--- src/rtl/frogger_pkg.sv ---
// Shared types and widths for the Frogger game sequencer slice.
package frogger_pkg;

  localparam int LIVES_W = 2;
  localparam int LEVEL_W = 3;

  typedef enum logic [2:0] {
    IDLE,
    START,
    PLAY,
    HIT,
    RESPAWN,
    LEVELUP,
    GAMEOVER,
    WIN
  } state_t;

endpackage

--- src/rtl/frogger_game_sequencer_if.sv ---
// Control/status bundle between the game sequencer and the matrix datapath.
interface frogger_game_sequencer_if;
  import frogger_pkg::*;

  logic               startGame_InLow;
  logic               collision_InHigh;
  logic               goal_InHigh;
  logic               traffic_shift_OutHigh;
  logic               point_clear_OutLow;
  logic               move_enable_OutHigh;
  logic [LIVES_W-1:0] lives_Out;
  logic [LEVEL_W-1:0] level_Out;
  logic               gameover_OutHigh;
  logic               win_OutHigh;

  modport master (
    output startGame_InLow, collision_InHigh, goal_InHigh,
    input  traffic_shift_OutHigh, point_clear_OutLow, move_enable_OutHigh,
           lives_Out, level_Out, gameover_OutHigh, win_OutHigh
  );

  modport slave (
    input  startGame_InLow, collision_InHigh, goal_InHigh,
    output traffic_shift_OutHigh, point_clear_OutLow, move_enable_OutHigh,
           lives_Out, level_Out, gameover_OutHigh, win_OutHigh
  );

endinterface

--- src/rtl/frogger_tick_prescaler.sv ---
// Programmable-period counter; tick marks the last count of each period.
module frogger_tick_prescaler #(
  parameter int CNT_W = 26
) (
  input  logic             clk,
  input  logic             rst,
  input  logic             clear,
  input  logic             enable,
  input  logic [CNT_W-1:0] period,
  output logic             tick
);

  logic [CNT_W-1:0] count_q;

  assign tick = enable && (count_q == period - CNT_W'(1));

  always_ff @(posedge clk or posedge rst) begin
    if (rst) begin
      count_q <= '0;
    end else if (clear) begin
      count_q <= '0;
    end else if (enable) begin
      count_q <= tick ? '0 : count_q + CNT_W'(1);
    end
  end

endmodule

--- src/rtl/frogger_game_sequencer.sv ---
// Game-level sequencer: traffic timebase, lives, level and win/lose state.
// All outputs are registers; the shared prescaler times both traffic and the hit freeze.
module frogger_game_sequencer
  import frogger_pkg::*;
#(
  parameter int TICK_BASE  = 25_000_000,
  parameter int TICK_STEP  = 2_500_000,
  parameter int HIT_HOLD   = 50_000_000,
  parameter int LIVES_INIT = 3,
  parameter int LEVEL_MAX  = 7,
  parameter int CNT_W      = 26
) (
  input  logic                     SC_STATEMACHINEPOINT_CLOCK_50,
  input  logic                     SC_STATEMACHINEPOINT_RESET_InHigh,
  frogger_game_sequencer_if.slave  bus
);

  localparam logic [CNT_W+2:0]   BASE_X     = (CNT_W+3)'(TICK_BASE);
  localparam logic [CNT_W+2:0]   STEP_X     = (CNT_W+3)'(TICK_STEP);
  localparam logic [CNT_W-1:0]   HOLD_P     = CNT_W'(HIT_HOLD);
  localparam logic [LIVES_W-1:0] LIVES_LOAD = LIVES_W'(LIVES_INIT);
  localparam logic [LEVEL_W-1:0] LEVEL_TOP  = LEVEL_W'(LEVEL_MAX);

  state_t             state_q;
  logic [LIVES_W-1:0] lives_q;
  logic [LEVEL_W-1:0] level_q;
  logic               shift_q;
  logic               pointClear_q;
  logic               moveEnable_q;
  logic               gameover_q;
  logic               win_q;

  logic [CNT_W+2:0] stepProd;
  logic [CNT_W+2:0] periodDiff;
  logic [CNT_W-1:0] playPeriod;
  logic [CNT_W-1:0] tickPeriod;
  logic             tickEnable;
  logic             tickClear;
  logic             tick;

  // Faster traffic per level, floored at one step so the period never collapses.
  always_comb begin
    stepProd   = STEP_X * {{CNT_W{1'b0}}, level_q};
    periodDiff = BASE_X - stepProd;
    if ((stepProd > BASE_X) || (periodDiff < STEP_X)) begin
      playPeriod = STEP_X[CNT_W-1:0];
    end else begin
      playPeriod = periodDiff[CNT_W-1:0];
    end
  end

  // Clearing on the collision cycle makes the hit hold start from zero.
  assign tickPeriod = (state_q == HIT) ? HOLD_P : playPeriod;
  assign tickEnable = (state_q == PLAY) || (state_q == HIT);
  assign tickClear  = !tickEnable || ((state_q == PLAY) && bus.collision_InHigh);

  frogger_tick_prescaler #(.CNT_W(CNT_W)) u_prescaler (
    .clk    (SC_STATEMACHINEPOINT_CLOCK_50),
    .rst    (SC_STATEMACHINEPOINT_RESET_InHigh),
    .clear  (tickClear),
    .enable (tickEnable),
    .period (tickPeriod),
    .tick   (tick)
  );

  always_ff @(posedge SC_STATEMACHINEPOINT_CLOCK_50 or posedge SC_STATEMACHINEPOINT_RESET_InHigh) begin
    if (SC_STATEMACHINEPOINT_RESET_InHigh) begin
      state_q      <= IDLE;
      lives_q      <= '0;
      level_q      <= '0;
      shift_q      <= 1'b0;
      pointClear_q <= 1'b1;
      moveEnable_q <= 1'b0;
      gameover_q   <= 1'b0;
      win_q        <= 1'b0;
    end else begin
      shift_q      <= 1'b0;
      pointClear_q <= 1'b1;
      case (state_q)
        IDLE: begin
          if (!bus.startGame_InLow) begin
            state_q      <= START;
            pointClear_q <= 1'b0;
          end
        end
        START: begin
          lives_q      <= LIVES_LOAD;
          level_q      <= '0;
          moveEnable_q <= 1'b1;
          state_q      <= PLAY;
        end
        PLAY: begin
          shift_q <= tick && !bus.collision_InHigh;
          if (bus.collision_InHigh) begin
            state_q      <= HIT;
            moveEnable_q <= 1'b0;
            if (lives_q != '0) lives_q <= lives_q - LIVES_W'(1);
          end else if (bus.goal_InHigh) begin
            state_q      <= LEVELUP;
            moveEnable_q <= 1'b0;
            if (level_q != LEVEL_TOP) pointClear_q <= 1'b0;
          end
        end
        HIT: begin
          if (tick) begin
            if (lives_q == '0) begin
              state_q    <= GAMEOVER;
              gameover_q <= 1'b1;
            end else begin
              state_q      <= RESPAWN;
              pointClear_q <= 1'b0;
            end
          end
        end
        RESPAWN: begin
          state_q      <= PLAY;
          moveEnable_q <= 1'b1;
        end
        LEVELUP: begin
          if (level_q == LEVEL_TOP) begin
            state_q <= WIN;
            win_q   <= 1'b1;
          end else begin
            level_q      <= level_q + LEVEL_W'(1);
            state_q      <= PLAY;
            moveEnable_q <= 1'b1;
          end
        end
        GAMEOVER, WIN: begin
          if (!bus.startGame_InLow) begin
            state_q      <= START;
            pointClear_q <= 1'b0;
            gameover_q   <= 1'b0;
            win_q        <= 1'b0;
          end
        end
        default: state_q <= IDLE;
      endcase
    end
  end

  assign bus.traffic_shift_OutHigh = shift_q;
  assign bus.point_clear_OutLow    = pointClear_q;
  assign bus.move_enable_OutHigh   = moveEnable_q;
  assign bus.lives_Out             = lives_q;
  assign bus.level_Out             = level_q;
  assign bus.gameover_OutHigh      = gameover_q;
  assign bus.win_OutHigh           = win_q;

endmodule
--- src/flat_wrapper.sv ---
// flat-port wrapper written by rule: the top's interface ports become plain ports
module frogger_game_sequencer_flat import frogger_pkg::*;
#(
  parameter int TICK_BASE  = 25_000_000,
  parameter int TICK_STEP  = 2_500_000,
  parameter int HIT_HOLD   = 50_000_000,
  parameter int LIVES_INIT = 3,
  parameter int LEVEL_MAX  = 7,
  parameter int CNT_W      = 26
)
  (SC_STATEMACHINEPOINT_CLOCK_50, SC_STATEMACHINEPOINT_RESET_InHigh, bus_startGame_InLow, bus_collision_InHigh, bus_goal_InHigh, bus_traffic_shift_OutHigh, bus_point_clear_OutLow, bus_move_enable_OutHigh, bus_lives_Out, bus_level_Out, bus_gameover_OutHigh, bus_win_OutHigh);
  frogger_game_sequencer_if bus_i ();
  input  logic SC_STATEMACHINEPOINT_CLOCK_50;
  input  logic SC_STATEMACHINEPOINT_RESET_InHigh;
  input wire logic [$bits(bus_i.startGame_InLow)-1:0] bus_startGame_InLow;
  input wire logic [$bits(bus_i.collision_InHigh)-1:0] bus_collision_InHigh;
  input wire logic [$bits(bus_i.goal_InHigh)-1:0] bus_goal_InHigh;
  output wire logic [$bits(bus_i.traffic_shift_OutHigh)-1:0] bus_traffic_shift_OutHigh;
  output wire logic [$bits(bus_i.point_clear_OutLow)-1:0] bus_point_clear_OutLow;
  output wire logic [$bits(bus_i.move_enable_OutHigh)-1:0] bus_move_enable_OutHigh;
  output wire logic [$bits(bus_i.lives_Out)-1:0] bus_lives_Out;
  output wire logic [$bits(bus_i.level_Out)-1:0] bus_level_Out;
  output wire logic [$bits(bus_i.gameover_OutHigh)-1:0] bus_gameover_OutHigh;
  output wire logic [$bits(bus_i.win_OutHigh)-1:0] bus_win_OutHigh;
  assign bus_i.startGame_InLow = bus_startGame_InLow;
  assign bus_i.collision_InHigh = bus_collision_InHigh;
  assign bus_i.goal_InHigh = bus_goal_InHigh;
  assign bus_traffic_shift_OutHigh = bus_i.traffic_shift_OutHigh;
  assign bus_point_clear_OutLow = bus_i.point_clear_OutLow;
  assign bus_move_enable_OutHigh = bus_i.move_enable_OutHigh;
  assign bus_lives_Out = bus_i.lives_Out;
  assign bus_level_Out = bus_i.level_Out;
  assign bus_gameover_OutHigh = bus_i.gameover_OutHigh;
  assign bus_win_OutHigh = bus_i.win_OutHigh;
  frogger_game_sequencer #(.TICK_BASE(TICK_BASE), .TICK_STEP(TICK_STEP), .HIT_HOLD(HIT_HOLD), .LIVES_INIT(LIVES_INIT), .LEVEL_MAX(LEVEL_MAX), .CNT_W(CNT_W)) u_core (.SC_STATEMACHINEPOINT_CLOCK_50(SC_STATEMACHINEPOINT_CLOCK_50), .SC_STATEMACHINEPOINT_RESET_InHigh(SC_STATEMACHINEPOINT_RESET_InHigh), .bus(bus_i));
endmodule
--- config.mk ---
export PLATFORM = sky130hd
export DESIGN_NAME = frogger_game_sequencer_flat
export DESIGN_NICKNAME = d
export VERILOG_FILES = /design/src/rtl/frogger_pkg.sv /design/src/rtl/frogger_game_sequencer_if.sv /design/src/rtl/frogger_tick_prescaler.sv /design/src/rtl/frogger_game_sequencer.sv /design/src/flat_wrapper.sv
export SDC_FILE = /design/constraint.sdc
export NUM_CORES = 1
export LEC_CHECK = 0
export BUFFER_PORTS_ARGS = -buffer_cell sky130_fd_sc_hd__buf_2
export CORE_MARGIN = 4
export CORE_UTILIZATION = 45
export DETAILED_ROUTE_END_ITERATION = 16
export GPL_TIMING_DRIVEN = 0
export PLACE_DENSITY = 0.69
export SLEW_MARGIN = 20
export SYNTH_ARGS = -nofsm -noshare
export SYNTH_HDL_FRONTEND = slang
export SYNTH_SLANG_ARGS = --single-unit
--- constraint.sdc ---
create_clock -name SC_STATEMACHINEPOINT_CLOCK_50 -period 7.5 [get_ports SC_STATEMACHINEPOINT_CLOCK_50]
set_clock_uncertainty 0.15 [all_clocks]
set_input_delay 0.75 -clock SC_STATEMACHINEPOINT_CLOCK_50 [delete_from_list [all_inputs] [get_ports SC_STATEMACHINEPOINT_CLOCK_50]]
set_output_delay 0.75 -clock SC_STATEMACHINEPOINT_CLOCK_50 [all_outputs]
set_load 0.02 [all_outputs]
# Word level (Yosys, flattened, before mapping)
# Cells that the tools add are included.
# Widths: inputs -> output; s select.
word_totals:
  ff_bits: 39
  output_inout_bits: 10
  mem_bits_ro: 0
  elab_cells: 97
  memories: 0
  ram_bits: 0
  latchBits: 0
  in_bits: 5
op_classes:
  n_bitwise: 0
  n_addsub: 5
  div_mod_pow: 0
  n_lt_le_gt_ge: 2
  n_eq_ne: 19
  shift: 0
  n_mux: 35
  mul: 1
  n_reduce_logical: 26
ops:
  columns: ["cell", "count"]
  rows:
  - ["$mux 26", 5]
  - ["$lt 29x22->1 const B", 1]
  - ["$add 26x1->26 const B", 1]
  - ["$eq 26x26->1", 1]
  - ["$sub 25x25->26 const A", 1]
  - ["$sub 26x1->26 const B", 1]
  - ["$gt 25x25->1 const B", 1]
  - ["$mul 17x3->20 const A", 1]
  - ["$mux 3", 6]
  - ["$eq 3x3->1 const B", 5]
  - ["$pmux 3 s5", 1]
  - ["$mux 1", 14]
  - ["$ne 2x2->1 const B", 6]
  - ["$reduce_and 3->1", 4]
  - ["$reduce_bool 2->1", 6]
  - ["$eq 3x2->1 const B", 2]
  - ["$mux 2", 3]
  - ["$ne 3x3->1 const B", 2]
  - ["$pmux 1 s3", 2]
  - ["$pmux 3 s2", 1]
  - ["$ne 2x1->1 const B", 2]
  - ["$pmux 1 s2", 2]
  - ["$pmux 2 s2", 1]
  - ["$reduce_and 4->1", 1]
  - ["other kinds (12)", 18]

# Depth between registers and ports, before layout
# Gate-level depths: netlist (run 1).
logic_depth:
  depth_word: 12
  mapped_depth: 28
  ltp_nobuf: 25

# Cells and area by module
# A second synthesis (run 1) with hierarchy kept.
unflattened:
  cells_unflattened: 575
  area_unflattened_um2: 4642.0
by_module_without_submodules:
  columns: ["mod", "n_inst", "cells_each", "seq_area_each_um2", "area_each_um2"]
  rows:
  - ["frogger_tick_prescaler", 1, 271, 650.6, 2374.8]
  - ["frogger_game_sequencer", 1, 304, 326.6, 2267.2]

# Least setup slack after synthesis (run 1)
# OpenSTA, ideal clock, no wires.
synth_path:
  kind: "flip-flop to flip-flop"
  from: "register u_core.level_q[1] (netlist: u_core.bus.level_Out[1])"
  to: "register u_core.u_prescaler.count_q[24]"
  stages_incl_launch_ff: 26
  arrival_ps: 6197
  required_time_ps: 7207
  path_slack_ps: 1009
  setup_ps: 143
  cell_sequence: "dfrtp_1 -> buf_2 -> clkbuf_1 -> inv_1 -> ha_1 -> fa_1 -> or4b_1 -> o21ai_0 -> or4_4 -> nand2_1 -> a311oi_1 -> o2111a_1 -> o31ai_4 -> a211oi_1 -> nand2_1 -> ha_1 -> xnor2_1 -> nor3_1 -> o2111ai_1 -> or2_2 -> a2111o_1 -> nor4b_1 -> and4b_1 -> buf_6 -> buf_8 -> nor3_2"
synth_between:
  elab_chain_cells: 12
synth_lines:
  columns: ["item", "line_no", "rtl"]
  rows:
  - ["start: declaration", "frogger_game_sequencer.sv:26", "logic [LEVEL_W-1:0] level_q;"]
  - ["start signal: assignment", "frogger_game_sequencer.sv:124", "level_q <= level_q + LEVEL_W'(1);"]
  - ["$mul 17x3->20 (*)", "frogger_game_sequencer.sv:43", "stepProd = STEP_X * {{CNT_W{1'b0}}, level_q};"]
  - ["$sub 25x25->26", "frogger_game_sequencer.sv:44", "periodDiff = BASE_X - stepProd;"]
  - ["$lt 29x22->1", "frogger_game_sequencer.sv:45", "if ((stepProd > BASE_X) || (periodDiff < STEP_X)) begin"]
  - ["$logic_or 1x1->1", "frogger_game_sequencer.sv:45", null]
  - ["$mux 26 (*)", "frogger_game_sequencer.sv:45", null]
  - ["$mux 26 (*)", "frogger_game_sequencer.sv:53", "assign tickPeriod = (state_q == HIT) ? HOLD_P : playPeriod;"]
  - ["$sub 26x1->26 (*)", "frogger_tick_prescaler.sv:15", "assign tick = enable && (count_q == period - CNT_W'(1));"]
  - ["$eq 26x26->1 (*)", "frogger_tick_prescaler.sv:15", null]
  - ["$logic_and 1x1->1 (*)", "frogger_tick_prescaler.sv:15", null]
  - ["$mux 26 (*)", "frogger_tick_prescaler.sv:23", "count_q <= tick ? '0 : count_q + CNT_W'(1);"]
  - ["$mux 26 (*)", "frogger_tick_prescaler.sv:22", "end else if (enable) begin"]
  - ["$mux 26 (*)", "frogger_tick_prescaler.sv:20", "end else if (clear) begin"]
  - ["end signal: assignment", "frogger_tick_prescaler.sv:23", null]
  - ["end: declaration", "frogger_tick_prescaler.sv:13", "logic [CNT_W-1:0] count_q;"]
# Mark *: on every way between the ends. The rest lies on a longest branch, timed or not. The select of a mux whose other input is x is not followed.
# A chain may end at the register's enable or synchronous reset.

# Worst setup path after layout (run 1)
layout_path:
  from: "register u_core.level_q[0] (netlist: u_core.bus.level_Out[0])"
  to: "register u_core.u_prescaler.count_q[21]"
# Same word-level chain as after synthesis.

==> results of run 1 <==
state kept, by name, summed over array words and instances (netlist names):
| register | cells |
|---|---|
| u_core.u_prescaler.count_q | 26 |
| u_core.bus.level_Out | 3 |
| u_core.state_q | 3 |
| u_core.bus.lives_Out | 2 |
| u_core.bus.gameover_OutHigh | 1 |
| u_core.bus.move_enable_OutHigh | 1 |
| u_core.bus.point_clear_OutLow | 1 |
| u_core.bus.traffic_shift_OutHigh | 1 |
| u_core.bus.win_OutHigh | 1 |
per-layer routing:
layer / vias up / track usage [%] / share of wire [%]
met2: 176 / 36.9 / 46
met5: - / 0 / 0
met4: 0 / 5.34 / 1.6
li1: 2230 / - / -
met1: 2248 / 31.6 / 46
met3: 24 / 4.23 / 5.5
worst max-delay path, cell delays in order, from the launching register on:
cell	delay (ns)
sky130_fd_sc_hd__dfrtp_2	0.51
sky130_fd_sc_hd__inv_4	0.12
sky130_fd_sc_hd__ha_1	0.35
sky130_fd_sc_hd__inv_1	0.21
sky130_fd_sc_hd__ha_1	0.23
sky130_fd_sc_hd__inv_1	0.06
sky130_fd_sc_hd__fa_2	0.60
sky130_fd_sc_hd__or4b_1	0.51
sky130_fd_sc_hd__o21ai_0	0.17
sky130_fd_sc_hd__or4_4	0.16
sky130_fd_sc_hd__nand2_2	0.13
sky130_fd_sc_hd__a311oi_2	0.35
sky130_fd_sc_hd__o2111a_1	0.31
sky130_fd_sc_hd__o31ai_4	0.12
sky130_fd_sc_hd__a211oi_4	0.34
sky130_fd_sc_hd__nand2_1	0.13
sky130_fd_sc_hd__ha_1	0.33
sky130_fd_sc_hd__xnor2_1	0.13
sky130_fd_sc_hd__nor3_1	0.17
sky130_fd_sc_hd__o2111ai_1	0.22
sky130_fd_sc_hd__or2_2	0.32
sky130_fd_sc_hd__a2111o_1	0.36
sky130_fd_sc_hd__nor4b_1	0.30
sky130_fd_sc_hd__and4b_1	0.26
sky130_fd_sc_hd__buf_6	0.16
sky130_fd_sc_hd__buf_8	0.17
sky130_fd_sc_hd__nor3_1	0.06
final cells by class:
cell class / count / share of cell area (%)
repair buffers: 17 / 2.06
multi-input cells: 491 / 68.1
clock buffers: 5 / 1.35
plain buffers: 33 / 3.67
well taps: 133 / 3.26
inverters: 20 / 1.52
flip-flops and latches: 39 / 19.2
clock inverters: 3 / 0.857
through the flow:
| stage | setup TNS, ns | setup slack [ns] |
|---|---|---|
| floorplan | 0 | 1.01 |
| global placement | -10.35 | -0.421 |
| detailed placement | -10.66 | -0.429 |
| CTS | 0 | 0.0776 |
| global route | 0 | 0.0664 |
| finish | 0 | 0.429 |
cell usage in the layout, fill, tap and decap left out, drive strengths merged, types with 5 or more instances in the layout:
| cell type | instances |
|---|---|
| a211oi | 10 |
| a21oi | 36 |
| a31oi | 6 |
| and2 | 9 |
| and3 | 12 |
| buf | 32 |
| clkbuf | 23 |
| dfrtp | 38 |
| ha | 15 |
| inv | 18 |
| mux2i | 6 |
| nand2 | 55 |
| nand2b | 8 |
| nand3 | 25 |
| nand4 | 5 |
| nor2 | 39 |
| nor3 | 45 |
| nor3b | 5 |
| o2111ai | 6 |
| o211ai | 9 |
| o21a | 9 |
| o21ai | 36 |
| or3 | 6 |
| xnor2 | 36 |
| xor2 | 21 |
worst min-delay path by stage:
stage	start	slack, ns	endpoint
after floorplan	u_core.u_prescaler.count_q[0]	0.31	u_core.u_prescaler.count_q[0]
after global placement	u_core.bus.gameover_OutHigh	0.33	u_core.bus.gameover_OutHigh
after detailed placement	u_core.bus.gameover_OutHigh	0.34	u_core.bus.gameover_OutHigh
after CTS	SC_STATEMACHINEPOINT_RESET_InHigh	0.27	u_core.u_prescaler.count_q[1]
after global routing	SC_STATEMACHINEPOINT_RESET_InHigh	0.29	u_core.u_prescaler.count_q[22]
final	SC_STATEMACHINEPOINT_RESET_InHigh	0.26	u_core.u_prescaler.count_q[24]
logic make-up (layout without fill, tap and decap cells):
kind of cell / Yosys count / count (layout) / share of synthesized area (%)
buffers and inverters: 53 / 78 / 5.54
and+or+nand+nor: 236 / 236 / 28.6
adders and majority gates: 16 / 16 / 4.49
DFF: 39 / 39 / 21.1
AOI/OAI and AO/OA: 171 / 171 / 26.1
xor gates and xnor gates: 58 / 58 / 11.8
muxes: 10 / 10 / 2.35
power by group through the flow:
stage	clock network [mW]	registers [mW]	logic, mW
floorplan	0	0.290	0.767
global placement	0	0.279	1.00
detailed placement	0	0.280	1.01
CTS	0.182	0.277	1.03
global route	0.190	0.281	1.18
finish	0.177	0.277	1.08
repair_timing:
item,CTS,global route
buffers inserted,0,2
setup endpoints to repair,30,30
hold buffers,0,0
resized for setup,4,21
pin swaps,0,2
==> out/qor.csv, run 1 <==
stage,metric,value,unit
power,net switching power,0.796,mW
timing,Pins Over Slew Limit,0,
critical_path,sort of element at the start of the critical path,flip-flop,
synth,flop and latch count out of synthesis,39,
power,part of the total power dissipated in combinational logic,70.5,%
final_layout,"Area growth, synth to finish",10.5,%
place,gpl congestion,0.941,
timing,worst hold slack,0.257,ns
timing,maximum achievable frequency,141,MHz
critical_path,worst setup path end,u_core.u_prescaler.count_q[21],
cts,total CTS buffers,5,
die,Die Area,12000,µm²
final_layout,antenna diode instance count,0,
synth,largest cells by area after synthesis,"sky130_fd_sc_hd__dfrtp_1 (21%), sky130_fd_sc_hd__xnor2_1 (6.2%), sky130_fd_sc_hd__nand2_1 (4.4%)",
critical_path,setup slack on the worst flop-to-flop path,0.43,ns
final_layout,final net count,628,
critical_path,cells on worst reg2reg path,26,
die,core outline area,9910,µm²
status,result of the run,"complete, no violations",
die,chip width,109,µm
hold_path,path class of the lowest-slack min-delay path,input pin to asynchronous set/reset pin,
timing,"Period Utilization, post-route",94.3,%
cts,clock-pin slew on the worst setup and hold paths,0.09,ns
final_layout,register cell area after layout,980,µm²
synth,top flip-flop cell by instance count after synthesis,sky130_fd_sc_hd__dfrtp_1,
place,placed cells,731,
timing,Final setup violation count,0,
timing,RSZ-0062 raised after global routing,no,
die,effective utilization at floorplan,46.7,%
place,placement-stage cell area,4880,µm²
synth,Yosys top cell by area,sky130_fd_sc_hd__dfrtp_1,
global_routing,combined global-route utilization of all metal layers,22.8,%
flow_run,Max Cap Violations,0,
timing,Max-slew headroom,45.8,%
critical_path,data arrival time of the critical path,7.08,ns
final_layout,fill cell count,952,
detailed_routing,wire length after detailed routing,13400,µm
synth,post-synthesis sequential area ratio,21.1,%
cts,root buffer cell,sky130_fd_sc_hd__clkbuf_8,
timing,Final Hold Vio Count,0,
cts,CTS H-tree depth,2,
cts,clock tree from TritonCTS,yes,
die,die extent in y,109,µm
final_layout,ratio of cells with drive above 1 in the final layout,16.0,%
cts,maximum count of clock buffers along a single path,2,
timing,transition at the pin with the smallest max-transition slack,0.807,ns
synth,number of synthesis warnings,0,
critical_path,crit path capture type,flip-flop,
timing,final critical delay including setup and external delays,7.07,ns
cts,clock sinks,39,
power,Pint,0.741,mW
power,proportion of total power due to net switching,51.8,%
detailed_routing,final routed wire length divided by cell count,18.0,µm
synth,fraction of synthesis flops using an asynchronous set or reset pin,100,%
power,power density over the cells,300,nW/µm²
die,row count,36,
global_routing,number of global-route vias before repair,4430,
power,maximum vdd ir drop,0.191,mV
critical_path,type of the worst setup path,flip-flop to flip-flop,
critical_path,CP startpoint,u_core.bus.level_Out[0],
synth,Netlist Area Pre-Place,4630,µm²
global_routing,"Remaining Overflow, GRT",0,
synth,"top cells by count, synth","sky130_fd_sc_hd__nand2_1 (54), sky130_fd_sc_hd__nor2_1 (39), sky130_fd_sc_hd__dfrtp_1 (38), sky130_fd_sc_hd__a21oi_1 (36), sky130_fd_sc_hd__xnor2_1 (33)",
place,PortBufs,14,
power,sequential fraction of design power,18.0,%
detailed_routing,DRT iter0 DRCs,310,
power,leakage power,1.92,nW
detailed_routing,Vias per Instance,6.31,
critical_path,critical path peak fanout,10,
synth,count of flip-flops with a built-in enable after synthesis,0,
final_layout,combined area of the multi-input logic cells,3480,µm²
global_routing,initial antenna violation count,0,
synth,mean area per synthesized cell,7.94,µm²
critical_path,endpoint of the lowest-slack register-to-register path,u_core.u_prescaler.count_q[21],
global_routing,maximum number of pins on one net before global-route repair,26,
final_layout,Finished Layout Cells,741,
synth,post-synthesis cell type count,87,
synth,most frequent cell after synthesis,sky130_fd_sc_hd__nand2_1,
synth,synthesized netlist net count,604,
critical_path,CP required,7.51,ns
cts,latest clock arrival within the worst-skew pair,0.29,ns
die,ports placed on the boundary,15,
power,power consumption,1.54,mW
detailed_routing,detailed-router iteration count before antenna repair,5,
power,power share of the clock group,11.5,%
place,placed wire-length estimate,10300,µm
final_layout,fraction of the core area covered by cells at the end of the flow,51.6,%
synth,Synth top area share,20.6,%
detailed_routing,# DRC,0,
global_routing,wire length of the first global-routing pass,22000,µm
synth,Post-Synthesis Cells,583,
detailed_routing,DRT antenna net count,0,
critical_path,start of the worst register-to-register path,u_core.bus.level_Out[0],
detailed_routing,total via count in the routed design,4678,
final_layout,total non-filler cell area in the finished layout,5110,µm²
Note: power is estimated with default switching activity, not from simulation.
==> run 2, diff against run 1 <==
--- a/config.mk
+++ b/config.mk
@@ -5,6 +5,7 @@
 export SDC_FILE = /design/constraint.sdc
 export NUM_CORES = 1
 export LEC_CHECK = 0
+export ABC_CLOCK_PERIOD_IN_PS = 7500
 export BUFFER_PORTS_ARGS = -buffer_cell sky130_fd_sc_hd__buf_2
 export CORE_MARGIN = 4
 export CORE_UTILIZATION = 45
@@ -14,4 +15,5 @@
 export SLEW_MARGIN = 20
 export SYNTH_ARGS = -nofsm -noshare
 export SYNTH_HDL_FRONTEND = slang
+export SYNTH_HIERARCHICAL = 1
 export SYNTH_SLANG_ARGS = --single-unit
==> run 2 against run 1 <==
Against the previous run:
- register-to-register slack got worse by 0.15 ns
- non-clock buffer count increased by 6
- die area increased by 0.30%
- via count decreased by 3.3%
- sequential cell count unchanged
- critical path type unchanged
- largest cell class unchanged
==> out/qor.csv, run 2 <==
stage,metric,value,unit,change
critical_path,sort of element at the start of the critical path,flip-flop,,unchanged
final_layout,final net count,660,,was 628
die,chip width,110,µm,was 109 µm
final_layout,"flip-flop count of the largest register, all copies and words added",26,,unchanged
timing,Final Hold Vio Count,0,,unchanged
critical_path,type of the worst setup path,flip-flop to flip-flop,,unchanged
power,leakage power,2.03,nW,was 1.92 nW
synth,number of synthesis warnings,6,,was 0
final_layout,ratio of cells with drive above 1 in the final layout,20.1,%,was 16.0%
timing,maximum achievable frequency,138,MHz,was 141 MHz
cts,root buffer cell,sky130_fd_sc_hd__clkbuf_8,,unchanged
final_layout,antenna diode instance count,0,,unchanged
synth,mean area per synthesized cell,8.07,µm²,was 7.94 µm²
critical_path,setup slack on the worst flop-to-flop path,0.28,ns,was 0.43 ns
power,power density over the cells,275,nW/µm²,was 300 nW/µm²
detailed_routing,Vias per Instance,5.88,,was 6.31
global_routing,"Remaining Overflow, GRT",0,,unchanged
detailed_routing,# DRC,0,,unchanged
critical_path,crit path capture type,flip-flop,,unchanged
cts,latest clock arrival within the worst-skew pair,0.29,ns,about the same
detailed_routing,detailed-router iteration count before antenna repair,5,,unchanged
critical_path,CP required,7.51,ns,about the same
timing,"Period Utilization, post-route",96.3,%,was 94.3%
hold_path,path class of the lowest-slack min-delay path,input pin to asynchronous set/reset pin,,unchanged
final_layout,"commonest non-fill, non-tap cells in the layout","sky130_fd_sc_hd__nand2_1 (45), sky130_fd_sc_hd__xor2_1 (45), sky130_fd_sc_hd__nor2_1 (39), sky130_fd_sc_hd__dfrtp_1 (36), sky130_fd_sc_hd__xnor2_1 (28)",,"was sky130_fd_sc_hd__nand2_1 (53), sky130_fd_sc_hd__nor2_1 (38), sky130_fd_sc_hd__dfrtp_1 (36), sky130_fd_sc_hd__a21oi_1 (35), sky130_fd_sc_hd__xnor2_1 (33)"
timing,transition at the pin with the smallest max-transition slack,0.947,ns,was 0.807 ns
synth,largest cells by area after synthesis,"sky130_fd_sc_hd__dfrtp_1 (20%), sky130_fd_sc_hd__xor2_1 (8.5%), sky130_fd_sc_hd__xnor2_1 (5.3%)",,"was sky130_fd_sc_hd__dfrtp_1 (21%), sky130_fd_sc_hd__xnor2_1 (6.2%), sky130_fd_sc_hd__nand2_1 (4.4%)"
detailed_routing,DRT antenna net count,0,,unchanged
cts,count of hold-fix buffers inserted at cts,0,,unchanged
critical_path,start of the worst register-to-register path,u_core/bus.level_Out[0],,was u_core.bus.level_Out[0]
critical_path,cells on worst reg2reg path,28,,was 26
cts,CTS H-tree depth,2,,unchanged
die,core outline area,9910,µm²,unchanged
final_layout,register cell area after layout,980,µm²,unchanged
critical_path,sum of buffers and inverters on the critical path,4,,was 5
die,die extent in y,110,µm,was 109 µm
final_layout,"Area growth, synth to finish",14.9,%,was 10.5%
synth,post-synthesis cell type count,89,,was 87
global_routing,number of global-route vias before repair,4154,,was 4430
flow_run,Max Cap Violations,0,,unchanged
critical_path,"Max stage delay cell, worst path",sky130_fd_sc_hd__or4_4,,was sky130_fd_sc_hd__fa_2
timing,Pins Over Slew Limit,0,,unchanged
synth,post-synthesis sequential area ratio,21.1,%,about the same
timing,Max-slew headroom,36.5,%,was 45.8%
synth,Post-Synthesis Cells,575,,was 583
timing,Final setup violation count,0,,unchanged
place,gpl congestion,0.933,,was 0.941
status,result of the run,"complete, no violations",,unchanged
detailed_routing,final routed wire length divided by cell count,15.7,µm,was 18.0 µm
critical_path,delay of the slowest cell on the worst path,0.60,ns,about the same
critical_path,endpoint of the lowest-slack register-to-register path,u_core/state_q[1],,was u_core.u_prescaler.count_q[21]
final_layout,Finished Layout Cells,769,,was 741
synth,top flip-flop cell by instance count after synthesis,sky130_fd_sc_hd__dfrtp_1,,unchanged
die,ports placed on the boundary,15,,unchanged
power,power consumption,1.47,mW,was 1.54 mW
synth,fraction of synthesis flops using an asynchronous set or reset pin,100,%,unchanged
die,Die Area,12000,µm²,about the same
detailed_routing,wire length after detailed routing,12100,µm,was 13400 µm
detailed_routing,DRT iter0 DRCs,231,,was 310
timing,final critical delay including setup and external delays,7.22,ns,was 7.07 ns
final_layout,fraction of the core area covered by cells at the end of the flow,53.8,%,was 51.6%
die,row count,36,,unchanged
die,effective utilization at floorplan,46.8,%,was 46.7%
cts,total CTS buffers,5,,unchanged
global_routing,initial antenna violation count,0,,unchanged
detailed_routing,total via count in the routed design,4522,,was 4678
cts,clock tree from TritonCTS,yes,,unchanged
final_layout,fill cell count,921,,was 952
final_layout,combined area of the multi-input logic cells,3660,µm²,was 3480 µm²
place,placed wire-length estimate,9150,µm,was 10300 µm
place,placed cells,745,,was 731
synth,count of flip-flops with a built-in enable after synthesis,0,,unchanged
place,PortBufs,14,,unchanged
synth,flop and latch count out of synthesis,39,,unchanged
synth,"top cells by count, synth","sky130_fd_sc_hd__nand2_1 (45), sky130_fd_sc_hd__xor2_1 (45), sky130_fd_sc_hd__nor2_1 (40), sky130_fd_sc_hd__dfrtp_1 (38), sky130_fd_sc_hd__xnor2_1 (28)",,"was sky130_fd_sc_hd__nand2_1 (54), sky130_fd_sc_hd__nor2_1 (39), sky130_fd_sc_hd__dfrtp_1 (38), sky130_fd_sc_hd__a21oi_1 (36), sky130_fd_sc_hd__xnor2_1 (33)"
synth,Yosys top cell by area,sky130_fd_sc_hd__dfrtp_1,,unchanged
final_layout,register ranked first by flip-flop count,u_core/u_prescaler/count_q,,was u_core.u_prescaler.count_q
cts,clock-pin slew on the worst setup and hold paths,0.07,ns,was 0.09 ns
power,maximum vdd ir drop,0.223,mV,was 0.191 mV
timing,final setup slack of the worst path,0.279,ns,was 0.429 ns
critical_path,cell type group with the largest total delay on the critical path,simple AND/OR/NAND/NOR gates,,unchanged
global_routing,combined global-route utilization of all metal layers,20.8,%,was 22.8%
critical_path,critical path peak fanout,10,,unchanged
cts,maximum count of clock buffers along a single path,2,,unchanged
synth,Synth top area share,20.5,%,was 20.6%
global_routing,wire length of the first global-routing pass,20300,µm,was 22000 µm
place,Setup WS pre-CTS,-0.708,ns,was -0.429 ns
critical_path,data arrival time of the critical path,7.23,ns,was 7.08 ns
cts,clock sinks,39,,unchanged
global_routing,maximum number of pins on one net before global-route repair,27,,was 26
synth,Netlist Area Pre-Place,4640,µm²,was 4630 µm²
[run 2: changes by cell type after synthesis, sizes merged, moves of 5 or more]
cell,before,now
xor2,21,45
nor2,39,61
nor3,45,27
nand4,5,18
nand2,55,45
nor4,4,14
a21oi,36,27
buf,16,10
o21a,9,3
o21ai,36,30
xnor2,36,30
and2,9,4
o211a,0,5
[run 2: per-layer routing]
layer / global-route usage [%] / share of wire [%] / vias to the layer above / wire [µm]
li1: - / - / 2229 / -
met1: 28.7 / 48 / 2184 / 5860
met2: 34.1 / 47 / 94 / 5650
met3: 2.58 / 3.0 / 15 / 367
met4: 6.23 / 1.8 / 0 / 222
met5: 0 / 0 / - / 0
[run 2: cell type report]
class | count | area share, %
tap | 133 | 3.12
clock buffer | 8 | 1.88
inverter | 22 | 1.67
buffer | 26 | 2.79
timing repair buffer | 30 | 3.57
multi-input combinational | 511 | 68.6
sequential | 39 | 18.4
[run 2: timing repair]
action                                 in CTS  in global routing
setup buffers                               4                 12
setup endpoints to repair                   6                  3
endpoints found under the hold margin       0                  0
pin swaps                                   4                  9
gates resized for setup                    14                 24
[run 2: cells by family (layout without fill, tap and decap cells)]
kind of cell / count (synthesis) / after routing / synth area share, %
compound gates: 137 / 137 / 21.4
xor+xnor: 76 / 76 / 15.0
fa+ha+maj: 20 / 20 / 5.71
buf+inv: 48 / 86 / 4.85
flops: 39 / 39 / 21.1
mux: 5 / 5 / 1.11
other cells: 1 / 24 / 0.0808
simple gates: 249 / 249 / 30.9
[run 2: where the power goes]
part | internal (mW) | switching, mW
registers | 0.235 | 0.0215
logic | 0.382 | 0.673
clock network | 0.0839 | 0.0714
total | 0.701 | 0.766
[run 2: per-stage QoR]
stage / TNS (ns) / hold WS [ns] / area (µm²)
5_1_grt: -0.0846 / 0.379 / 5330
6_report: 0 / 0.343 / 5330
4_1_cts: 0 / 0.356 / 5150
2_1_floorplan: 0 / 0.389 / 4730
3_3_place_gp: -1.73 / 0.357 / 4960
3_5_place_dp: -2.14 / 0.368 / 4960
[run 2: how the worst max path moves through the flow]
stage / from / endpoint / slack, ns / cells past startpoint
after floorplan: u_core/bus.level_Out[1] / u_core/state_q[1] / 0.36 / 27
after global placement: u_core/bus.level_Out[1] / u_core/state_q[1] / -0.64 / 27
after CTS: u_core/bus.level_Out[0] / u_core/state_q[1] / 0.04 / 27
after global routing: u_core/bus.level_Out[0] / u_core/state_q[1] / -0.04 / 29
final: u_core/bus.level_Out[0] / u_core/state_q[1] / 0.28 / 28
after detailed placement: u_core/bus.level_Out[1] / u_core/state_q[1] / -0.71 / 27
